<file path="src/rtl/alu_arb.sv">
// Two-requester round-robin front end for a shared, fixed-latency ALU.
// Optional ALU_ARB_OPCHECK_EN screens opcodes above 4'b1010 and answers them with resp_err.
module alu_arb #(
    parameter int ALU_LAT = 1
) (
    input  logic        clk,
    input  logic        rst,
    input  logic        req0_valid,
    input  logic        req1_valid,
    output logic        req0_ready,
    output logic        req1_ready,
    input  logic [3:0]  req0_op,
    input  logic [3:0]  req1_op,
    input  logic [31:0] req0_tr,
    input  logic [31:0] req0_sr,
    input  logic [31:0] req1_tr,
    input  logic [31:0] req1_sr,
    output logic        resp_valid,
    output logic        resp_id,
    output logic [31:0] resp_dr,
    output logic        resp_cf,
    output logic        resp_of,
    output logic        resp_err,
    output logic        busy,
    output logic [3:0]  alu_op,
    output logic [31:0] alu_tr,
    output logic [31:0] alu_sr,
    input  logic [31:0] alu_dr,
    input  logic        alu_cf,
    input  logic        alu_of
);

    typedef enum logic [1:0] {IDLE = 2'd0, EXEC = 2'd1, ERR = 2'd2} state_t;

    localparam logic [2:0] LAT_LAST = 3'(ALU_LAT);

    state_t      state_q, state_d;
    logic [2:0]  cnt_q, cnt_d;
    logic        last_grant_q, last_grant_d;
    logic        id_q, id_d;
    logic [3:0]  op_q, op_d;
    logic [31:0] tr_q, tr_d, sr_q, sr_d;
    logic        resp_valid_q, resp_valid_d;
    logic        resp_id_q, resp_id_d;
    logic [31:0] resp_dr_q, resp_dr_d;
    logic        resp_cf_q, resp_cf_d;
    logic        resp_of_q, resp_of_d;
    logic        resp_err_q, resp_err_d;

    logic        grant_vld, grant_id, illegal_op, done;
    logic [3:0]  sel_op;
    logic [31:0] sel_tr, sel_sr;

    assign sel_op = grant_id ? req1_op : req0_op;
    assign sel_tr = grant_id ? req1_tr : req0_tr;
    assign sel_sr = grant_id ? req1_sr : req0_sr;
    assign done   = (state_q == EXEC) && (cnt_q == LAT_LAST);

`ifdef ALU_ARB_OPCHECK_EN
    assign illegal_op = sel_op > 4'b1010;
`else
    assign illegal_op = 1'b0;
`endif

    always_ff @(posedge clk or posedge rst) begin
        if (rst) state_q <= IDLE;
        else     state_q <= state_d;
    end

    always_comb begin
        state_d = state_q;
        case (state_q)
            IDLE:    if (grant_vld) state_d = illegal_op ? ERR : EXEC;
            EXEC:    if (done) state_d = IDLE;
            ERR:     state_d = IDLE;
            default: state_d = IDLE;
        endcase
    end

    // Grant only exists while IDLE; on a tie the requester not served last wins.
    always_comb begin
        grant_vld = 1'b0;
        grant_id  = 1'b0;
        if (state_q == IDLE) begin
            if (req0_valid && req1_valid) begin
                grant_vld = 1'b1;
                grant_id  = ~last_grant_q;
            end else if (req0_valid) begin
                grant_vld = 1'b1;
            end else if (req1_valid) begin
                grant_vld = 1'b1;
                grant_id  = 1'b1;
            end
        end
        req0_ready = grant_vld && !grant_id;
        req1_ready = grant_vld && grant_id;
        busy       = (state_q != IDLE);
    end

    always_comb begin
        cnt_d        = 3'd0;
        last_grant_d = last_grant_q;
        id_d         = id_q;
        op_d         = op_q;
        tr_d         = tr_q;
        sr_d         = sr_q;
        resp_valid_d = 1'b0;
        resp_id_d    = resp_id_q;
        resp_dr_d    = resp_dr_q;
        resp_cf_d    = resp_cf_q;
        resp_of_d    = resp_of_q;
        resp_err_d   = resp_err_q;
        if (grant_vld) begin
            last_grant_d = grant_id;
            id_d         = grant_id;
            // Screened operations never reach the ALU, so its inputs keep their old values.
            if (!illegal_op) begin
                op_d = sel_op;
                tr_d = sel_tr;
                sr_d = sel_sr;
            end
        end
        if (state_q == EXEC) cnt_d = cnt_q + 3'd1;
        if (done) begin
            resp_valid_d = 1'b1;
            resp_id_d    = id_q;
            resp_dr_d    = alu_dr;
            resp_cf_d    = alu_cf;
            resp_of_d    = alu_of;
            resp_err_d   = 1'b0;
        end else if (state_q == ERR) begin
            resp_valid_d = 1'b1;
            resp_id_d    = id_q;
            resp_dr_d    = 32'd0;
            resp_cf_d    = 1'b0;
            resp_of_d    = 1'b0;
            resp_err_d   = 1'b1;
        end
    end

    always_ff @(posedge clk or posedge rst) begin
        if (rst) begin
            cnt_q        <= 3'd0;
            last_grant_q <= 1'b1;
            id_q         <= 1'b0;
            op_q         <= 4'd0;
            tr_q         <= 32'd0;
            sr_q         <= 32'd0;
            resp_valid_q <= 1'b0;
            resp_id_q    <= 1'b0;
            resp_dr_q    <= 32'd0;
            resp_cf_q    <= 1'b0;
            resp_of_q    <= 1'b0;
            resp_err_q   <= 1'b0;
        end else begin
            cnt_q        <= cnt_d;
            last_grant_q <= last_grant_d;
            id_q         <= id_d;
            op_q         <= op_d;
            tr_q         <= tr_d;
            sr_q         <= sr_d;
            resp_valid_q <= resp_valid_d;
            resp_id_q    <= resp_id_d;
            resp_dr_q    <= resp_dr_d;
            resp_cf_q    <= resp_cf_d;
            resp_of_q    <= resp_of_d;
            resp_err_q   <= resp_err_d;
        end
    end

    assign alu_op     = op_q;
    assign alu_tr     = tr_q;
    assign alu_sr     = sr_q;
    assign resp_valid = resp_valid_q;
    assign resp_id    = resp_id_q;
    assign resp_dr    = resp_dr_q;
    assign resp_cf    = resp_cf_q;
    assign resp_of    = resp_of_q;
    assign resp_err   = resp_err_q;

endmodule

</file>
<file path="config.mk">
export PLATFORM = sky130hd
export DESIGN_NAME = alu_arb
export DESIGN_NICKNAME = d
export VERILOG_FILES = /design/src/rtl/alu_arb.sv
export SDC_FILE = /design/constraint.sdc
export NUM_CORES = 1
export LEC_CHECK = 0
export CORE_MARGIN = 2
export CORE_UTILIZATION = 36
export CTS_CLUSTER_DIAMETER = 120
export DETAILED_ROUTE_END_ITERATION = 6
export PLACE_DENSITY_LB_ADDON = 0.05
export SLEW_MARGIN = 20
export SYNTH_ARGS = -nofsm -noshare
export SYNTH_HDL_FRONTEND = slang
export SYNTH_SLANG_ARGS = --single-unit
</file>
<file path="constraint.sdc">
create_clock -name clk -period 4.64 [get_ports clk]
set_input_delay 0.464 -clock clk [delete_from_list [all_inputs] [get_ports clk]]
set_output_delay 0.464 -clock clk [all_outputs]
set_load 0.02 [all_outputs]
</file>
==> results.yml, run 1 <==
run_status:
  status: "finished, final reports clean"
routing:
  drt-initial-drc-count: 251
  via_count: 4457
  postRouteAntennaNets: 0
  drtPass1Iterations: 4
  post_drt_wl_per_cell_um: 18.7
  drc: 0
  wirelength_mm: 15.9
  viasPerCell: 5.25
finish:
  num-fill-cells: 1124
  drive_above_1_share: 0.0921
  syn_to_final_growth_pct: 65.3
  layout_commonest_cell: "clkdlybuf4s50_1"
  fin_cells: 849
  final_util: 0.611
  final_cell_mix: "clkdlybuf4s50_1 (281), dfrtp_1 (110), and2_1 (37), nor2_1 (37)"
  final_nets: 847
  multi_input_area_um2: 1910
  final_cell_area_um2: 8090
  diodes: 0
  regArea_um2: 2780
floorplanning:
  fp.dieW_um: 121
  dieArea_um2: 14500
  num_io_pins: 282
  start_util: 0.369
  die_y_um: 121
  core_area_um2: 13200
  core.rowCount: 42
global_routing:
  grt.total_usage: 0.219
  grt_pass1_vias: 4517
  grt_pass1_wl_mm: 24.5
  grt_max_degree: 82
  grt_overflow: 0
  antenna_found_initial: 0
placement:
  portBuffers: 281
  pre_cts_ws_ps: 1640
  dpl-instance-area_um2: 7800
  post-place-cells: 836
  hpwl_mm: 11.2
  gp_congestion: 0.827
clocking:
  clk_latency_ps: 340
  cts_sinks: 111
  clk_pin_slew_ps: 70
  clock-root-buffer: "clkbuf_16"
  cts_tree: "done"
  h-tree-depth: 3
  clock_path_buffers: 2
  postCtsResizedCells: 0
  cts_setup_buffers: 0
  postCtsHoldBufs: 0
  numCtsBuffers: 9
power:
  pwr-share-clk: 0.147
  p_comb_frac: 0.528
  power_density_nw_per_um2: 646
  p_sw_frac: 0.370
  p_seq_frac: 0.325
  power.leakage_nw: 3.17
  power_mw: 5.22
  p_sw_mw: 1.93
  internal-power_mw: 3.29
  peakVddDrop_uv: 223
worst_hold_path:
  min_to: "cnt_q[0]"
  hp-class: "reg -> reg"
  hp-start: "cnt_q[0]"
  hold_depth: 1
sta:
  rsz0062_at_grt: "no"
  slew_headroom: 0.317
  layout_setup_ws_ps: 1640
  hold_violations: 0
  setup-tns-final_ps: 0
  min_period_ps: 3000
  fin_crit_sh: 0.647
  fin_hold_ws_ps: 466
  tightest_slew_ps: 1020
  fmax_mhz: 333
  final-setup-viol-count: 0
  slew_violations: 0
  skew_ps: 5.46
synthesis:
  synth_nets: 589
  yosys_warnings: 0
  syn_area_um2: 4890
  yosysUniqueCellTypes: 29
  ys_ff_latch: 111
  synth_top_area_share: 0.563
  synth-edff-count: 0
  ys.flop_type: "dfrtp_1"
  synthTopCellsByArea: "dfrtp_1 (56%), mux2_2 (8.1%), a221o_1 (7.2%), o2111ai_1 (5.9%), and2_1 (4.7%)"
  synth_seq_area_share: 0.568
  synthCells: 413
  syn_area_per_cell_um2: 11.8
  async_flop_share: 1.00
  synth_top_cell_by_area: "dfrtp_1"
setup_path:
  cp_common_cell: "clkdlybuf4s50_1"
  max_stage_delay_ps: 1020
  rr_startpoint: "state_q[0]"
  path_class: "in -> out"
  start_kind: "input pin"
  required_ps: 4180
  r2r_setup_slack_ps: 2520
  crit_slowest_cell: "clkdlybuf4s50_1"
  cp_data_arrival_time_ps: 2540
  path_cells: "clkdlybuf4s50_1 -> nand2b_1 -> nor2_4 -> clkdlybuf4s50_1"
  cp-end-kind: "primary output"
  path_max_fanout: 18
  crit_family: "buffers and inverters"
  cp_num_buf_inv: 2
  r2r.worst_path.cells: 3
  r2r-end: "alu_tr[9]"
run:
  cap_violations: 0
==> cell families (layout without fill, tap and decap cells) <==
group                      after synthesis  after routing  synth area share
muxes                                   35             35            0.0806
DFF                                    111            111             0.568
xor gates and xnor gates                 1              1           0.00179
and+or+nand+nor                         78             78            0.0819
buffers and inverters                   47            307            0.0453
adders and majority gates                2              2           0.00512
AOI/OAI and AO/OA                      139            139             0.217
==> power by group through the flow <==
stage	combinational (mW)	clock, mW	sequential [mW]
after floorplan	0.931	0	2.24
after global placement	2.74	0	1.69
after detailed placement	2.79	0	1.71
final	2.76	0.767	1.70
after CTS	2.79	0.787	1.70
after global routing	2.95	0.831	1.76
==> state kept, by name (all words and copies together), names as in the netlist <==
signal        count
id_q              1
resp_cf           1
alu_sr           32
resp_dr          32
resp_id           1
resp_err          1
state_q           1
alu_tr           32
resp_valid        1
cnt_q             3
last_grant_q      1
resp_of           1
alu_op            4
==> layer usage <==
layer  vias up  global-route usage  share of wire
met2       201               0.355           0.48
li1       2072                   -              -
met4         0              0.0996          0.032
met5         -                   0              0
met3        33              0.0651          0.091
met1      2151               0.270           0.40
==> final cells by class <==
cell class | count | share of cell area
clock buffers | 12 | 0.0317
multi-input cells | 255 | 0.236
repair buffers | 288 | 0.354
flip-flops and latches | 111 | 0.344
clock inverters | 1 | 0.00371
well taps | 176 | 0.0272
inverters | 6 | 0.00340
==> worst max-delay path by stage <==
stage               startpoint         end  slack, ps  depth (start not counted)
global route        req1_valid  req1_ready       1550                          4
finish              req1_valid  req1_ready       1640                          4
detailed placement  req1_valid  req1_ready       1640                          4
floorplan                  rst   alu_op[0]       1250                          1
CTS                 req1_valid  req1_ready       1640                          4
global placement    req1_valid  req1_ready       1700                          4
==> synthesized netlist by cell type (2+ instances only) <==
cell       number
a221o_1        35
clkbuf_1       22
dfrtp_1       110
o2111ai_1      33
o21ai_0        29
inv_1           3
and2_1         37
inv_2           2
a31oi_1        33
clkbuf_2        2
mux2_2         35
buf_6           3
o21ai_1         4
buf_2          13
nor2_1         37
ha_1            2
(Power assumes the default switching activity.)
==> run 2: changes to the inputs <==
- clock period: 4.64 -> 2.9 ns (I/O delays scaled with it)
==> run 2 against run 1 <==
Against the previous run:
- via count increased by 1.4%
- worst hold slack lost 56 ps
- global-route usage grew 0.29 points
==> results.yml, run 2 (synthesized netlist as in run 1, its figures left out) <==
placement:
  hpwl_mm: 11.4
  portBuffers: 281
  gp_congestion: 0.761
  dpl-instance-area_um2: 7860
floorplanning:
  core_area_um2: 13200
  core.rowCount: 42
  num_io_pins: 282
  dieArea_um2: 14500
  die_y_um: 121
  fp.dieW_um: 121
  start_util: 0.369
finish:
  syn_to_final_growth_pct: 66.2
  multi_input_area_um2: 1900
  layout_commonest_cell: "clkdlybuf4s50_1"
  drive_above_1_share: 0.103
  final_cell_area_um2: 8130
  regArea_um2: 2780
  final_nets: 852
  num-fill-cells: 1144
  final_cell_mix: "clkdlybuf4s50_1 (281), dfrtp_1 (110), and2_1 (37), nor2_1 (37)"
  diodes: 0
routing:
  wirelength_mm: 16.2
  drt-initial-drc-count: 269
  drc: 0
  post_drt_wl_per_cell_um: 18.9
  viasPerCell: 5.28
  via_count: 4520
  drtPass1Iterations: 4
  postRouteAntennaNets: 0
clocking:
  cts_tree: "done"
  postCtsHoldBufs: 0
  numCtsBuffers: 9
  clock_path_buffers: 2
  cts_setup_buffers: 0
  clk_pin_slew_ps: 70
  clock-root-buffer: "clkbuf_16"
  postCtsResizedCells: 0
  h-tree-depth: 3
  cts_sinks: 111
  clk_latency_ps: 350
run:
  cap_violations: 0
setup_path:
  path_class: "reg -> out"
  cp-end-kind: "primary output"
  path_max_fanout: 35
  required_ps: 2610
  start_kind: "flop"
  cp_data_arrival_time_ps: 2180
sta:
  fin_crit_sh: 0.853
  slew_violations: 0
  slew_headroom: 0.298
  final-setup-viol-count: 0
  skew_ps: 8.50
  hold_violations: 0
  tightest_slew_ps: 1050
  fmax_mhz: 404
  setup-tns-final_ps: 0
  rsz0062_at_grt: "no"
  min_period_ps: 2470
  fin_hold_ws_ps: 410
global_routing:
  grt.total_usage: 0.222
  antenna_found_initial: 0
  grt_pass1_vias: 4655
  grt_overflow: 0
  grt_max_degree: 48
  grt_pass1_wl_mm: 24.9
power:
  power.leakage_nw: 3.19
  power_density_nw_per_um2: 1020
  peakVddDrop_uv: 474
worst_hold_path:
  hp-class: "in -> async"
run_status:
  status: "finished, final reports clean"
[run 2: cell type report]
type                    instances  share of cell area
clock buffers                  10              0.0294
multi-input cells             255               0.234
inverters                       6             0.00323
flip-flops and latches        111               0.342
well taps                     176              0.0271
clock inverters                 5             0.00416
repair buffers                293               0.360
[run 2: per-stage QoR]
step	utilization	instances	setup slack [ps]	power, mW
after CTS	0.614	856	400	8.39
after floorplan	-	413	1270	5.08
after detailed placement	0.593	841	661	7.19
final	0.614	856	428	8.30
after global routing	0.614	856	313	8.79
after global placement	0.593	841	620	7.10
[run 2: per-layer routing]
metal | vias up | global-route usage | share of wire
li1 | 2085 | - | -
met1 | 2215 | 0.258 | 0.39
met2 | 194 | 0.368 | 0.49
met3 | 26 | 0.0939 | 0.096
met4 | 0 | 0.0756 | 0.025
met5 | - | 0 | 0
[run 2: worst max-delay path: stages, from the launching register on]
cell	delay, ps
dfstp_2	530
inv_2	240
a211oi_4	350
clkdlybuf4s50_1	700
[run 2: worst paths after layout]
kind | slack, ps | start | end | depth (start not counted)
worst max-delay path | 430 | last_grant_q | req0_ready | 3
worst min-delay path | 410 | rst | id_q | 2
worst max register to register | 800 | state_q[0] | alu_tr[31] | 3
worst min register to register | 460 | cnt_q[0] | cnt_q[0] | 1
max in group asynchronous | 1780 | rst | last_grant_q | 3
min in group clk | 460 | cnt_q[0] | cnt_q[0] | 1
[run 2: power breakdown]
group | leakage [nW] | switching [mW] | internal (mW)
Sequential | 1.30 | 0.394 | 2.32
Clock | 0.131 | 0.564 | 0.602
Combinational | 1.76 | 2.17 | 2.25
Total | 3.19 | 3.13 | 5.17
==> run 3: changes to the inputs <==
- CORE_MARGIN: 2 -> not set
==> run 3 against run 2 <==
Against the previous run:
- fmax is 1.1% higher
- design area is 0.65% higher
- cell count unchanged
- die area shrank 3.3%
- setup slack gained 26 ps
- power rose by 3.0%
- routed wire length down 1.8%
- largest cell class unchanged
==> results.yml, run 3 (synthesized netlist as in run 1, its figures left out) <==
clocking:
  clock-root-buffer: "clkbuf_16"
  numCtsBuffers: 9
  cts_sinks: 111
  clk_latency_ps: 350
  clock_path_buffers: 2
  cts_tree: "done"
  h-tree-depth: 3
  cts_setup_buffers: 0
  postCtsResizedCells: 0
  clk_pin_slew_ps: 70
  postCtsHoldBufs: 0
routing:
  wirelength_mm: 15.9
  drc: 0
  post_drt_wl_per_cell_um: 18.5
  viasPerCell: 5.25
  drt-initial-drc-count: 282
  postRouteAntennaNets: 0
  drtPass1Iterations: 4
  via_count: 4494
sta:
  hold_violations: 0
  setup-tns-final_ps: 0
  slew_violations: 0
  tightest_slew_ps: 689
  final-setup-viol-count: 0
  min_period_ps: 2450
  rsz0062_at_grt: "no"
  fin_crit_sh: 0.844
  skew_ps: 8.41
  fmax_mhz: 409
  slew_headroom: 0.540
power:
  p_sw_frac: 0.367
  p_sw_mw: 3.13
  internal-power_mw: 5.42
  p_seq_frac: 0.317
  peakVddDrop_uv: 416
  pwr-share-clk: 0.167
  p_comb_frac: 0.516
  power_density_nw_per_um2: 1050
  power.leakage_nw: 3.22
floorplanning:
  core.rowCount: 42
  dieArea_um2: 14100
  num_io_pins: 282
  fp.dieW_um: 119
  start_util: 0.369
  core_area_um2: 13200
  die_y_um: 119
finish:
  diodes: 0
  syn_to_final_growth_pct: 67.3
  layout_commonest_cell: "clkdlybuf4s50_1"
  num-fill-cells: 1145
  final_nets: 851
  final_cell_mix: "clkdlybuf4s50_1 (281), dfrtp_1 (110), and2_1 (37), nor2_1 (37)"
  final_util: 0.618
  fin_cells: 856
  multi_input_area_um2: 1900
  drive_above_1_share: 0.103
  regArea_um2: 2780
global_routing:
  grt_busiest_layer: "met2"
  antenna_found_initial: 0
  grt_max_degree: 112
  grt_use_met1: 0.285
  grt.total_usage: 0.228
  use_met2: 0.372
  grtUsageMet3: 0.0647
  grt_pass1_wl_mm: 25.0
  grt_pass1_vias: 4541
  grt_overflow: 0
placement:
  portBuffers: 281
  hpwl_mm: 11.0
  post-place-cells: 840
  gp_congestion: 0.790
run:
  cap_violations: 0
run_status:
  status: "finished, final reports clean"
worst_hold_path:
  hp-class: "reg -> reg"
  hold_depth: 1
  hp-start: "cnt_q[0]"
setup_path:
  crit_start: "last_grant_q"
  path_max_fanout: 35
  start_kind: "flop"
  rr_startpoint: "last_grant_q"
  r2r.worst_path.cells: 4
  cp_data_arrival_time_ps: 2160
  required_ps: 2610
  path_class: "reg -> out"
  cp-end-kind: "primary output"
==> run 3: changes by cell type in the layout (fill, tap and decap cells not counted), sizes merged <==
cell / delta
bufinv: +3
buf: -1
clkbuf: -1
clkinvlp: -1
==> run 3: worst paths after layout <==
kind,to,slack (ps)
max in group asynchronous,alu_tr[5],1970
min in group asynchronous,resp_dr[6],500
max,req0_ready,450
max reg2reg,alu_sr[23],1080
min,cnt_q[0],460
min reg2reg,cnt_q[0],460
==> run 3: worst max-delay path: stages, from the launching register on <==
cell and delay (ps):
dfstp_2 530, inv_2 240, a211oi_4 330, clkdlybuf4s50_1 700
==> run 3: stage by stage <==
| step | power [mW] | hold slack (ps) | instance area, um2 | worst slack [ps] |
|---|---|---|---|---|
| global route | 9.04 | 484 | 8180 | 351 |
| global placement | 7.09 | 442 | 7830 | 527 |
| finish | 8.55 | 462 | 8180 | 454 |
| CTS | 8.64 | 466 | 8180 | 418 |
| floorplan | 5.08 | 424 | 4890 | 1270 |
| detailed placement | 7.18 | 455 | 7840 | 551 |
==> run 3: cell type report <==
| class | count | share of cell area |
|---|---|---|
| Inverter | 6 | 0.00321 |
| Multi-Input combinational cell | 255 | 0.232 |
| Sequential cell | 111 | 0.340 |
| Clock inverter | 7 | 0.0147 |
| Timing Repair Buffer | 292 | 0.355 |
| Clock buffer | 9 | 0.0275 |
| Tap cell | 176 | 0.0269 |
==> run 3: routing by layer <==
| metal | routed length (um) | share of wire |
|---|---|---|
| met5 | 0 | 0 |
| met4 | 380 | 0.024 |
| met3 | 1210 | 0.076 |
| met2 | 7700 | 0.49 |
| met1 | 6570 | 0.41 |
==> run 3: power groups by stage <==
stage                     clock network [mW]  registers (mW)  logic [mW]
after floorplan                            0            3.59        1.49
after global placement                     0            2.71        4.38
after detailed placement                   0            2.73        4.45
after CTS                               1.47            2.71        4.46
after global routing                    1.53            2.81        4.70
final                                   1.43            2.71        4.41
